[src/rtl/sequence_generator_1011.sv]
// Serial frame transmitter for the 1011 sync-marker link: marker 1011, payload
// MSB-first with optional zero-stuffing, then a fixed gap of idle zeros.
module sequence_generator_1011 #(
    parameter int DATA_WIDTH = 8,
    parameter int IDLE_BITS  = 2,
    parameter int STUFF_EN   = 1
) (
    input  logic                  clock,
    input  logic                  reset,
    input  logic [DATA_WIDTH-1:0] data_in,
    input  logic                  data_valid,
    output logic                  data_ready,
    output logic                  sequence_out,
    output logic                  marker_out,
    output logic                  frame_done
);

    localparam int CW = $clog2(DATA_WIDTH + 1);
    localparam logic [CW-1:0] LOAD_CNT = CW'(DATA_WIDTH);
    localparam logic [3:0]    GAP_LAST = 4'(IDLE_BITS - 1);
    localparam bit            STUFF_ON = (STUFF_EN != 0);

    typedef enum logic [1:0] {
        ST_IDLE    = 2'd0,
        ST_MARKER  = 2'd1,
        ST_PAYLOAD = 2'd2,
        ST_GAP     = 2'd3
    } state_t;

    state_t                r_state;
    logic [DATA_WIDTH-1:0] r_shift;
    logic [CW-1:0]         r_bit_cnt;
    logic [1:0]            r_mark_idx;
    logic [3:0]            r_gap_cnt;
    logic [2:0]            r_hist;
    logic                  r_seq;
    logic                  r_marker;
    logic                  r_done;

    state_t                w_state_nxt;
    logic [DATA_WIDTH-1:0] w_shift_nxt;
    logic [CW-1:0]         w_bit_cnt_nxt;
    logic [1:0]            w_mark_idx_nxt;
    logic [3:0]            w_gap_cnt_nxt;
    logic [2:0]            w_hist_nxt;
    logic                  w_bit;
    logic                  w_marker;
    logic                  w_done;
    logic                  w_stuff;

    assign data_ready   = (r_state == ST_IDLE);
    assign sequence_out = r_seq;
    assign marker_out   = r_marker;
    assign frame_done   = r_done;

    // A stuffed zero breaks a pending 101 so the receiver never sees 1011 in the payload.
    assign w_stuff = STUFF_ON && (r_hist == 3'b101);

    // Next-state, datapath and next-output decode.
    always_comb begin
        w_state_nxt    = r_state;
        w_shift_nxt    = r_shift;
        w_bit_cnt_nxt  = r_bit_cnt;
        w_mark_idx_nxt = r_mark_idx;
        w_gap_cnt_nxt  = r_gap_cnt;
        w_bit          = 1'b0;
        w_marker       = 1'b0;
        w_done         = 1'b0;

        case (r_state)
            ST_IDLE: begin
                if (data_valid) begin
                    w_state_nxt    = ST_MARKER;
                    w_shift_nxt    = data_in;
                    w_bit_cnt_nxt  = LOAD_CNT;
                    w_mark_idx_nxt = 2'd1;
                    w_bit          = 1'b1;
                    w_marker       = 1'b1;
                end else begin
                    w_state_nxt = ST_IDLE;
                end
            end
            ST_MARKER: begin
                // Marker tail after the leading 1 is 0,1,1 for indices 1..3.
                w_bit    = (r_mark_idx != 2'd1);
                w_marker = 1'b1;
                if (r_mark_idx == 2'd3) begin
                    w_state_nxt    = ST_PAYLOAD;
                    w_mark_idx_nxt = 2'd0;
                end else begin
                    w_mark_idx_nxt = r_mark_idx + 2'd1;
                end
            end
            ST_PAYLOAD: begin
                if (w_stuff) begin
                    w_bit = 1'b0;
                end else begin
                    w_bit         = r_shift[DATA_WIDTH-1];
                    w_shift_nxt   = r_shift << 1;
                    w_bit_cnt_nxt = r_bit_cnt - CW'(1);
                    if (r_bit_cnt == CW'(1)) begin
                        w_state_nxt   = ST_GAP;
                        w_gap_cnt_nxt = 4'd0;
                    end else begin
                        w_state_nxt = ST_PAYLOAD;
                    end
                end
            end
            ST_GAP: begin
                if (r_gap_cnt == GAP_LAST) begin
                    w_done        = 1'b1;
                    w_state_nxt   = ST_IDLE;
                    w_gap_cnt_nxt = 4'd0;
                end else begin
                    w_gap_cnt_nxt = r_gap_cnt + 4'd1;
                end
            end
            default: begin
                w_state_nxt = ST_IDLE;
            end
        endcase

        if (w_state_nxt == ST_IDLE) begin
            w_hist_nxt = 3'b000;
        end else begin
            w_hist_nxt = {r_hist[1:0], w_bit};
        end
    end

    // State, datapath and registered outputs; reset aborts any frame in flight.
    always_ff @(posedge clock or negedge reset) begin
        if (!reset) begin
            r_state    <= ST_IDLE;
            r_shift    <= '0;
            r_bit_cnt  <= '0;
            r_mark_idx <= 2'd0;
            r_gap_cnt  <= 4'd0;
            r_hist     <= 3'b000;
            r_seq      <= 1'b0;
            r_marker   <= 1'b0;
            r_done     <= 1'b0;
        end else begin
            r_state    <= w_state_nxt;
            r_shift    <= w_shift_nxt;
            r_bit_cnt  <= w_bit_cnt_nxt;
            r_mark_idx <= w_mark_idx_nxt;
            r_gap_cnt  <= w_gap_cnt_nxt;
            r_hist     <= w_hist_nxt;
            r_seq      <= w_bit;
            r_marker   <= w_marker;
            r_done     <= w_done;
        end
    end

endmodule
[config.mk]
export PLATFORM = sky130hd
export DESIGN_NAME = sequence_generator_1011
export DESIGN_NICKNAME = d
export VERILOG_FILES = /design/src/rtl/sequence_generator_1011.sv
export SDC_FILE = /design/constraint.sdc
export NUM_CORES = 1
export LEC_CHECK = 0
export BUFFER_PORTS_ARGS = -buffer_cell sky130_fd_sc_hd__buf_4
export CAP_MARGIN = 20
export CELL_PAD_IN_SITES_DETAIL_PLACEMENT = 0
export CELL_PAD_IN_SITES_GLOBAL_PLACEMENT = 2
export CORE_ASPECT_RATIO = 1.75
export CORE_MARGIN = 5
export CORE_UTILIZATION = 38
export CTS_CLUSTER_DIAMETER = 200
export DETAILED_ROUTE_END_ITERATION = 12
export MAX_ROUTING_LAYER = met4
export PLACE_DENSITY_LB_ADDON = 0.1
export RECOVER_POWER = 50
export SKIP_CTS_REPAIR_TIMING = 1
export SLEW_MARGIN = 10
export SYNTH_ARGS = -nofsm -noshare
export SYNTH_HDL_FRONTEND = slang
export SYNTH_SLANG_ARGS = --single-unit
[constraint.sdc]
create_clock -name clock -period 2.1 [get_ports clock]
set_input_delay 0.21 -clock clock [delete_from_list [all_inputs] [get_ports clock]]
set_output_delay 0.21 -clock clock [all_outputs]
set_load 0.05 [all_outputs]
==> results of run 1 <==
cell type report:
| class | instances | area share (%) |
|---|---|---|
| flip-flops and latches | 26 | 42.35 |
| clock inverters | 1 | 1.954 |
| well taps | 45 | 3.665 |
| repair buffers | 17 | 7.981 |
| clock buffers | 3 | 2.687 |
| inverters | 8 | 1.954 |
| multi-input cells | 73 | 39.41 |
synthesized netlist by cell type, drive strengths merged:
library cell  count  share of area, %
o22a              1              0.67
mux2i             4               3.1
nand2             4               1.1
o211ai            2               1.1
or2               1              0.48
mux2             12                12
nor2b             1              0.67
o21ai             6               3.2
nand3             5               1.9
nand4             1              0.48
o2bb2ai           2               1.3
and3b             1              0.67
ha                6               5.7
nor3b             1              0.57
and4              2               1.3
o41a              1              0.86
nor2              6               1.7
clkbuf            2              0.57
o311a             2               1.6
a211o             1              0.67
inv               8               2.3
a21oi             1              0.38
nand2b            2              0.95
nor3              2              0.76
dfrtp            26                50
o22ai             3               1.4
a31oi             1              0.48
nor4              1              0.48
buf               2               1.2
nand3b            1              0.57
a21o              1              0.57
xnor2             1              0.67
or3b              1              0.67
metrics by stage:
step	hold slack (ps)	worst slack, ps	total power (uW)	cell area, um^2
2_1_floorplan	-85.59	588.0	1850	1310
3_3_place_gp	135.1	397.5	2127	1463
3_5_place_dp	140.2	371.3	2143	1463
4_1_cts	-167.0	355.1	2568	1534
5_1_grt	202.9	275.9	2729	1536
6_report	186.2	368.7	2515	1536
routing by layer:
metal,track usage (%),wire length (um)
met1,14.68,997
met2,20.83,1338
met3,1.533,94
met4,6.122,58
met5,-,0
worst paths after layout:
kind,to,slack (ps),cells past startpoint
worst max-delay path,r_shift[5],370,3
worst min-delay path,r_shift[0],190,3
worst max register to register,r_shift[5],370,3
worst min register to register,r_shift[5],520,1
max in group asynchronous,r_shift[0],1480,2
min in group asynchronous,r_hist[2],370,2
cells in the final DEF, fill, tap and decap left out, types with 3 or more instances in the layout:
cell / n
sky130_fd_sc_hd__mux2_4: 6
sky130_fd_sc_hd__mux2_2: 6
sky130_fd_sc_hd__clkbuf_8: 3
sky130_fd_sc_hd__nor2_1: 6
sky130_fd_sc_hd__ha_1: 6
sky130_fd_sc_hd__dfrtp_1: 26
sky130_fd_sc_hd__mux2i_1: 4
sky130_fd_sc_hd__o21ai_0: 5
sky130_fd_sc_hd__o22ai_1: 3
sky130_fd_sc_hd__nand2_1: 4
sky130_fd_sc_hd__nand3_1: 5
sky130_fd_sc_hd__buf_4: 14
sky130_fd_sc_hd__inv_1: 8
registers in the layout, summed over array words and instances, names as in the netlist:
name          cells
r_shift           8
r_bit_cnt         4
r_gap_cnt         4
r_hist            3
r_mark_idx        2
r_state           2
frame_done        1
marker_out        1
sequence_out      1
cell families (layout without fill, tap and decap cells):
| kind of cell | after synthesis | after routing | synth area share [%] |
|---|---|---|---|
| xor gates and xnor gates | 1 | 1 | 0.6687 |
| AOI/OAI and AO/OA | 21 | 21 | 12.32 |
| adders and majority gates | 6 | 6 | 5.731 |
| and+or+nand+nor | 29 | 29 | 12.42 |
| buffers and inverters | 12 | 29 | 4.107 |
| muxes | 16 | 16 | 15.09 |
| DFF | 26 | 26 | 49.67 |
worst reg2reg max path, stage by stage (launching register included):
cell	delay [ps]
sky130_fd_sc_hd__dfrtp_1	540
sky130_fd_sc_hd__or3b_1	550
sky130_fd_sc_hd__o21ai_4	200
sky130_fd_sc_hd__mux2_4	340
power groups by stage:
stage	sequential (uW)	combinational [uW]	clock, uW
after global routing	970	1310	446
after floorplan	957	893	0
after CTS	930	1210	430
final	924	1170	420
after global placement	939	1190	0
after detailed placement	941	1200	0
==> results list, run 1 <==
- CP startpoint kind: flop
- The min-delay analysis places its worst path in the category primary input to flop.
* Initial standard-cell utilization of the core: about two fifths
* Combined flip-flop and latch cell area: 650.6 um^2
* Layout fillers: 339
- The clock drives 26 sinks.
- Total count of hold-check failures in the final report: 0
- In the final timing run, aggregate negative setup slack is 0 ps.
- Diode insertion count for antenna repair: 0
* Count of pins on the block boundary: 15
- Across the run, the number of max-cap violations was 0.
* H-tree lvl count: 1
* Clk Latency, worst-skew pair: 280 ps
- Vias: ~900
- Cell row count: 28
- Cells with a size suffix above 1 make up a little over a quarter of the layout.
* Maximum VDD drop: 651.1 uV
* Worst-margin pin slew: 599.6 ps
- Global routing consumed, over all layers together, approximately an eighth of the routing resources.
* Synthesis-stage register bit count: 26
- The floorplan step set the die width to 54.39 um.
- The average instance in the mapped netlist occupies approximately 12 um^2.
- The share of total power dissipated in sequential elements is 36.7%.
- The number of max-slew violations in the final report is 0.
- Wires add up to 2.488 mm.
* Setup repair after global routing missed its margin: false
- Master of the slowest instance on the critical path: sky130_fd_sc_hd__or3b_1
* Overall overflow remaining after global route: 0
- Ratio of routed vias to standard cells: 5.168
- Kind of cell with the highest combined delay on the critical path: simple AND/OR/NAND/NOR gates
- Half-perimeter wire length of the detailed placement result: 1.894 mm
- Required time of the critical path: 2270 ps
* Arrival time at the worst endpoint: 1900 ps
- Initial antenna violation count: 0
* Critical Path Source: r_state[0]
* Cell leakage power: 0.0007278 uW
- The first routing iteration left 21 violations.
* Startpoint of the most critical hold path: data_in[0]
* Worst reg2reg path startpoint: r_state[0]
- Die span in y: a little under 90 um
- Number of nets with antenna violations after detailed routing: 0
- The longest clock path from root to sink contains 2 buffers.
* Part of the total power dissipated in combinational logic: 46.6%
* Slowest stage delay, CP: 550 ps
* Total of warnings raised by yosys: 0
- Clk slew on worst S/H paths: 90 ps
- Power density relative to cell area: 1637 nW/um^2
- Internal power component: roughly 1600 uW
- Excluding fillers, the count of instances in the completed layout stands at 173.
- Counting every instance in the synthesized netlist gives 111.
- Measured against its own limit, the worst slew margin works out to roughly 60%.
- CP Class: flop to flop
* Instance count after placement with tap cells included: roughly 170
- Maximum fanout along the worst path: 14
- The clock arrives with 3.459 ps of skew.
- The tree is rooted in a sky130_fd_sc_hd__clkbuf_8.
* Cts bufs inserted: 3
* Area inside the core boundary: between 3000 and 4000 um^2
- Counting distinct cell types in the post-synthesis netlist gives 37.
- In this run switching power makes up 37.96% of total power.
- The clock period could shrink to 1731 ps.
* Multi-input logic area: 605.6 um^2
- The critical path contains buffers and inverters numbering 0 combined.
- The first global-routing pass estimated 4.278 mm of wire.
- Layout overhead on the synthesized area: 17.29%
- Post-synthesis instance area: roughly 1300 um^2
* Syn_nets: between 100 and 150
- The first detailed-routing pass ran for 4 iterations.
* Number of setup violations in the final report: 0
- Per-cell routed wire length: 14.38 um
- Of the available clock period, the critical path in the final layout requires between 80% and 90%.
- Gpl congestion: between 0.8 and 0.9
- The via count of the first global-routing pass is 925.
- # nets final: 146
* DRC viols: 0
* Sequential-to-total area share from yosys stat: between 40% and 50%
- For this design the total switching power over the nets is 954.9 uW.
- IO Port Bufs: 14
- The run finished with clean final reports.
- Derived from the worst setup path, the maximum achievable clock frequency is 0.5776 GHz.
- TritonCTS built the clock tree.
- The signal on the critical path passes through or3b_1, o21ai_4, mux2_4.
- STA classifies the critical path endpoint as a flop.
- Entering global routing, the biggest net connects 27 pins.
- Total die area: 4768 um^2
* Relative contribution of the clock network to total power: between 10% and 20%
- Cells fill 45.68% of the core in the end.
(Power assumes the default switching activity.)
==> run 2, diff against run 1 <==
clock period = 1.6 ns   (was 2.1 ns; I/O delays follow)
==> results list, run 2 (synthesis gave the netlist of run 1 again) <==
* Relative contribution of the clock network to total power: 13.2%
* Worst hold stages: 3
* Depth of the most critical reg-to-reg path: 4
- Gpl congestion: 0.7928
* Pin count of the biggest net entering global routing: 27
- Number of setup violations in the final report: 0
- At the worst endpoint, the required time is around 1800 ps.
- Cell row count: 28
- The library cells used most frequently in the layout, excluding fill and tap cells, are 26 x sky130_fd_sc_hd__dfrtp_1, 17 x sky130_fd_sc_hd__buf_4, 8 x sky130_fd_sc_hd__inv_1.
- The worst register-to-register path has a setup slack of 80 ps.
- For this run the aggregate overflow at the end of global routing stands at 0.
- The net count of the finished layout is 149.
- The startpoint identified for the worst hold timing path is data_in[0].
- In this run the vertical extent of the chip is roughly 88 um.
* Final WL: between 2 and 3 mm
* Diode insertion count for antenna repair: 0
* Half-perimeter wire length of the detailed placement result: 1.884 mm
- Dividing the detail-routed via count by the number of cells gives 5.091.
* Area inside the core boundary: 3363 um^2
- The pre-antenna-repair detailed-routing pass consisted of 3 iterations.
- In the final layout, the share of cells above drive strength 1 is 29.01%.
- The via count of the first global-routing pass was 939.
- TritonCTS built the clock tree.
- Most common library cell in the layout ignoring fill and taps: sky130_fd_sc_hd__dfrtp_1
- Reported max-cap violation count: 0
* Worst Skew: 3.023 ps
- The worst setup path is of the flop to flop kind.
- Sequential cells burn between 30% and 40% of the power.
- Worst reg2reg path startpoint: r_state[1]
* Flip-flop count of the largest register after layout: 8
- In this run the power density over the cells is 2106 nW/um^2.
- Total global-route track usage: around an eighth
- For the finished layout, the period the worst path requires is around 1500 ps.
* Maximum VDD drop: 980.4 uV
- For this run, the slowest stage of the critical path takes about 430 ps.
- The critical path goes through nor2b_2, buf_4, mux2_2, mux2_4.
- For this run, design rule violations remaining after detail routing come to 0.
- Registers with the most flip-flops: r_shift: 8 flops, r_bit_cnt: 4 flops, r_gap_cnt: 4 flops
* Vias: 896
* Most flop-heavy register: r_shift
* First-pass GRT wire length: 4.209 mm
- Cell internal power was estimated by the tool at 1986 uW.
- Relative to the synthesized area, the layout overhead comes to 17.86%.
- Arrival time at the worst endpoint: ~1700 ps
- After detailed routing, the average wire length per cell comes to 14.38 um.
- Cts bufs inserted: 3
- Share of the clock period used by the worst path: 95.23%
* CP startpoint kind: flop
* Initial standard-cell utilization of the core: 38.95%
- For this design the top-level I/O count stands at 15.
- Path category of the worst min-delay check: primary input to flop
- CTS built an H-tree with a depth of 1.
- The path with the worst hold slack has its endpoint at r_shift[0].
* Setup repair after global routing missed its margin: false
- Maximum fanout along the worst path: 13
- Worst slew margin relative to its limit: 57.10%
- Power dissipated by switching net loads: 1265 uW
- IO Port Bufs: 14
- Clk Latency, worst-skew pair: 280 ps
- On the critical path, the stage with the largest delay is an instance of sky130_fd_sc_hd__dfrtp_1.
* Worst-margin pin slew: 643.5 ps
- Setup total negative slack on the finished layout was measured at 0 ps.
- The die covers 4768 um^2.
- Pwr Total: 3251 uW
- The run finished with clean final reports.
* Max Root-Sink Buffers: 2
* Total count of hold-check failures in the final report: 0
- Critical Path Source: r_state[1]
- Final Max Tran Viols: 0
- Static timing analysis puts the maximum clock frequency at between 0.6 and 0.7 GHz.
- CTS Sinks: 26
- Initial antenna violation count: 0
- The die is about 54 um wide.
- Reg2Reg Capture Point: r_shift[2]
- Cell leakage power: 0.0007384 uW
- STA classifies the critical path endpoint as a flop.
- Net switching is 38.91% of the power.
- Number of nets with antenna violations after detailed routing: 0
- Part of the total power dissipated in combinational logic: 50.2%
- In this run, the number of DRC markers left after iteration 0 of detailed routing was 16.
* Clk slew on worst S/H paths: 90 ps
* Clock root buffer master: sky130_fd_sc_hd__clkbuf_8
run 2: changes by cell type in the layout (fill, tap and decap cells not counted):
cell	before	now
sky130_fd_sc_hd__clkbuf_1	2	1
sky130_fd_sc_hd__clkbuf_2	0	1
sky130_fd_sc_hd__bufinv_16	1	0
sky130_fd_sc_hd__clkbuf_8	3	4
sky130_fd_sc_hd__buf_4	14	17
run 2: cell type report:
| cell class | count | area (um^2) |
|---|---|---|
| Multi-Input combinational cell | 73 | 605.6 |
| Tap cell | 45 | 56.30 |
| Clock buffer | 4 | 55.05 |
| Fill cell | 350 | 1819 |
| Inverter | 8 | 30.03 |
| Timing Repair Buffer | 20 | 146.4 |
| Sequential cell | 26 | 650.6 |
run 2: worst max path at each step:
stage / end / cells past startpoint
global route: r_gap_cnt[3] / 5
global placement: r_shift[1] / 4
finish: r_shift[2] / 4
CTS: r_shift[2] / 4
floorplan: r_shift[1] / 4
detailed placement: r_shift[2] / 4
run 2: routing by layer:
layer / up-vias / GRT usage [%] / wire, um
li1: 440 / - / -
met4: 0 / 6.803 / 85
met2: 14 / 21.70 / 1356
met5: - / - / 0
met1: 435 / 13.07 / 1000
met3: 7 / 2.726 / 89
run 2: per-stage QoR:
step                hold WS [ps]  util, %  cell area [um^2]  std cells  setup WS (ps)
floorplan                 -135.6        -              1310        111          87.98
global placement           87.00    44.16              1485        171          75.13
detailed placement         88.43    44.16              1485        171          92.55
CTS                       -217.4    45.80              1540        175          64.95
global route               152.0    45.91              1544        176          23.51
finish                     133.4    45.91              1544        176          76.40
run 2: power groups by stage:
stage	combinational (uW)	sequential [uW]	clock [uW]
global placement	1640	1200	0
detailed placement	1670	1200	0
CTS	1680	1190	443
global route	1810	1230	465
floorplan	1170	1260	0
finish	1630	1190	430
run 2: critical path: cells and delay by family, from the launching register on:
kind	cells	cell delay, ps
buffers and inverters	1	210
multiplexers	2	620
flip-flops	1	430
AND/OR/NAND/NOR	1	160
==> run 3, diff against run 2 <==
ABC_AREA = 1   (was default)
CORE_UTILIZATION = 35   (was 38)
==> results list, run 3 <==
* Required time of the critical path: 1750 ps
- Crit path capture type: flop
- Min cycle time layout: ~1300 ps
- Number of instances in the synthesized netlist: 136
- The number of antenna diodes in the final layout is 0.
- DIE WIDTH: between 50 and 60 um
* Overall overflow remaining after global route: 0
- Combinational logic is responsible for 48.2% of the overall power.
- Top metal layer carrying routed signals: met4
- Ys flop type: sky130_fd_sc_hd__dfrtp_1
- Fraction of registers with async set or reset after synthesis: 100.0%
- Die span in y: between 80 and 90 um
- Count of pins on the block boundary: 15
- The routed layout has between 900 and 1000 vias.
- Cell leakage power: 0.0007274 uW
* Total count of hold-check failures in the final report: 0
- The first global-routing pass estimated 4.264 mm of wire.
* Layout overhead on the synthesized area: 15.37%
- Post-placement cell area: 1405 um^2
* Most flop-heavy register: r_shift
- Timing would allow up to approximately 0.75 GHz.
- Leading cell types in the layout, fill and taps excluded: 26 x sky130_fd_sc_hd__nand2_1, 26 x sky130_fd_sc_hd__dfrtp_1, 23 x sky130_fd_sc_hd__inv_1
- DRT iter0 DRCs: 17
- Per-cell routed wire length: 12.48 um
* Number of setup violations in the final report: 0
* Final WL: 2.472 mm
- # nets final: 172
- Internal power component: 1593 uW
- Total global-route track usage: 11.25%
- Worst slew margin relative to its limit: 55.34%
* Slowest stage delay, CP: 470 ps
* Layout fillers: approximately 380
- Clk slew on worst S/H paths: 80 ps
* Reported max-cap violation count: 0
- The largest individual stage delay along the critical path comes from the cell sky130_fd_sc_hd__dfrtp_1.
- Final critical-path setup slack: between 200 and 300 ps
* Arrival time at the worst endpoint: roughly 1500 ps
- Routability-driven placement finished with a final weighted congestion of 0.7602.
- Maximum fanout along the worst path: 16
* Proportion of power drawn by flip-flops and latches: 39.4%
* Ratio of routed vias to standard cells: 4.722
- Final Max Tran Viols: 0
- Summing all multi-input logic gate instances after layout gives 495.5 um^2.
- Yosys top cell by area: sky130_fd_sc_hd__dfrtp_1
- The number of antenna violations at the first check in global routing was 0.
- Worst Skew: ~3.6 ps
* Sequential-to-total area share from yosys stat: between 50% and 60%
- The clock passes through at most 2 buffers.
* Clk Latency, worst-skew pair: 260 ps
* CP startpoint kind: flop
- H-tree lvl count: 1
* Average size of a mapped cell: 9.218 um^2
- Final cell area excluding filler cells: ~1400 um^2
- Setup repair after global routing missed its margin: false
* Post-route setup TNS: 0 ps
* Syn_nets: 153
- For this run, the detailed router's first-pass iteration total came to 4.
- Cell row count: 28
- During synthesis, Yosys emitted a total of 0 warnings.
- DRC viols: 0
* Relative contribution of the clock network to total power: between 10 and 15%
- The flow ran to the end, and the final reports show no timing, DRC or antenna violations.
- Combined flip-flop and latch cell area: 650.6 um^2
* Power dissipated by switching net loads: 1289 uW
- CTS Sinks: 26
* Flip-flop count of the largest register after layout: 8
- The detailed router put a total of a little under 1 mm of wire on met1.
* Fraction of layout instances using a drive strength above 1: between 10 and 15%
- Dividing the final minimum period by the clock period gives between 80% and 90%.
* Post-synth top cells: 26 x sky130_fd_sc_hd__dfrtp_1, 26 x sky130_fd_sc_hd__nand2_1, 23 x sky130_fd_sc_hd__inv_1, 13 x sky130_fd_sc_hd__o21ai_0, 11 x sky130_fd_sc_hd__nand3_1
- The die covers 4926 um^2.
- IO Port Bufs: 14
- The path class of the tightest hold or removal check is primary input to flop.
- The critical path goes through nor2_4, buf_4, nand3_1, o21ai_0, a21oi_1.
* Power density relative to cell area: 1993 nW/um^2
- Most area-consuming cells after synthesis: sky130_fd_sc_hd__dfrtp_1 52%, sky130_fd_sc_hd__nand2_1 7.8%, sky130_fd_sc_hd__inv_1 6.9%, sky130_fd_sc_hd__ha_1 6.0%, sky130_fd_sc_hd__o21ai_0 5.2%
* Maximum VDD drop: 1105 uV
- The detail route stage leaves a number of antenna-violating nets equal to 0.
* Half-perimeter wire length of the detailed placement result: between 1.5 and 2 mm
- Pre-CTS setup slack: 273.4 ps
- In this run, synthesis produced a sequential element count of 26.
- Hold timing on the final database bottoms out at a slack of around 140 ps.
* Area inside the core boundary: between 3000 and 4000 um^2
- Yosys mapped a number of flops with a built-in enable equal to 0.
- Post-synthesis instance area: 1254 um^2
- The number of clock buffers added by TritonCTS is 3.
* Clock tree from TritonCTS: done
- Met3 wire length: between 80 and 90 um
- Clock root buffer master: sky130_fd_sc_hd__clkbuf_8
- Registers with the most flip-flops: r_shift: 8 flops, r_bit_cnt: 4 flops, r_gap_cnt: 4 flops
* Fraction of post-synthesis cell area in the top cell type by area: 51.90%
- CP Class: flop to flop
- Initial standard-cell utilization of the core: a little over a third
- The synthesized netlist contains 21 unique library cells.
* Pin count of the biggest net entering global routing: 27
- Share of total power consumed by net switching: 44.72%
- Length of routed met2 wiring: 1.388 mm
- Number of global-route vias before repair: 976
- Flop2flop setup slack: 270 ps
- At the pin with the least slew margin, the transition time is 669.8 ps.
[run 3: final timing paths]
| path | from | endpoint | depth (start not counted) |
|---|---|---|---|
| worst max-delay path | r_state[0] | r_bit_cnt[2] | 5 |
| worst min-delay path | data_in[0] | r_shift[0] | 3 |
| worst max register to register | r_state[0] | r_bit_cnt[2] | 5 |
| worst min register to register | r_hist[1] | r_hist[2] | 2 |
| max in group asynchronous | reset | r_hist[2] | 2 |
| min in group asynchronous | reset | sequence_out | 2 |
[run 3: cells by family after synthesis]
group / count (synthesis) / synth area share (%)
fa+ha+maj: 6 / 5.988
simple gates: 48 / 17.86
compound gates: 28 / 13.87
flops: 26 / 51.90
buf+inv: 26 / 8.981
xor+xnor: 2 / 1.397
[run 3: metal layers]
layer  GRT usage [%]  vias to the layer above
li1                -                      477
met4           3.319                        0
met2           21.88                       17
met3           1.590                        2
met1           11.61                      439
met5               -                        -
[run 3: final cells by class]
| cell class | instances | share of cell area (%) |
|---|---|---|
| multi-input combinational | 84 | 34.26 |
| inverter | 24 | 6.228 |
| clock buffer | 3 | 2.855 |
| sequential | 26 | 44.98 |
| tap | 45 | 3.893 |
| timing repair buffer | 16 | 7.785 |
[run 3: worst max-delay path: cells and delay by family, from the launching register on]
kind	cells	cell delay, ps
flip-flops	1	470
AND/OR/NAND/NOR	2	290
AO/OA/AOI/OAI	2	220
buffers and inverters	1	220
[run 3: per-stage QoR]
stage                     utilization (%)  power, uW  cells
after global routing                42.13       3160    198
after CTS                           42.13       2969    197
after floorplan                         -       2252    136
after detailed placement            40.93       2593    194
final                               42.13       2882    198
after global placement              40.93       2570    194
[run 3: power by group through the flow]
stage | registers (uW) | clock network [uW] | logic [uW]
after floorplan | 1210 | 0 | 1040
after global placement | 1150 | 0 | 1420
after detailed placement | 1150 | 0 | 1440
after CTS | 1140 | 381 | 1450
after global routing | 1170 | 405 | 1580
final | 1140 | 357 | 1390
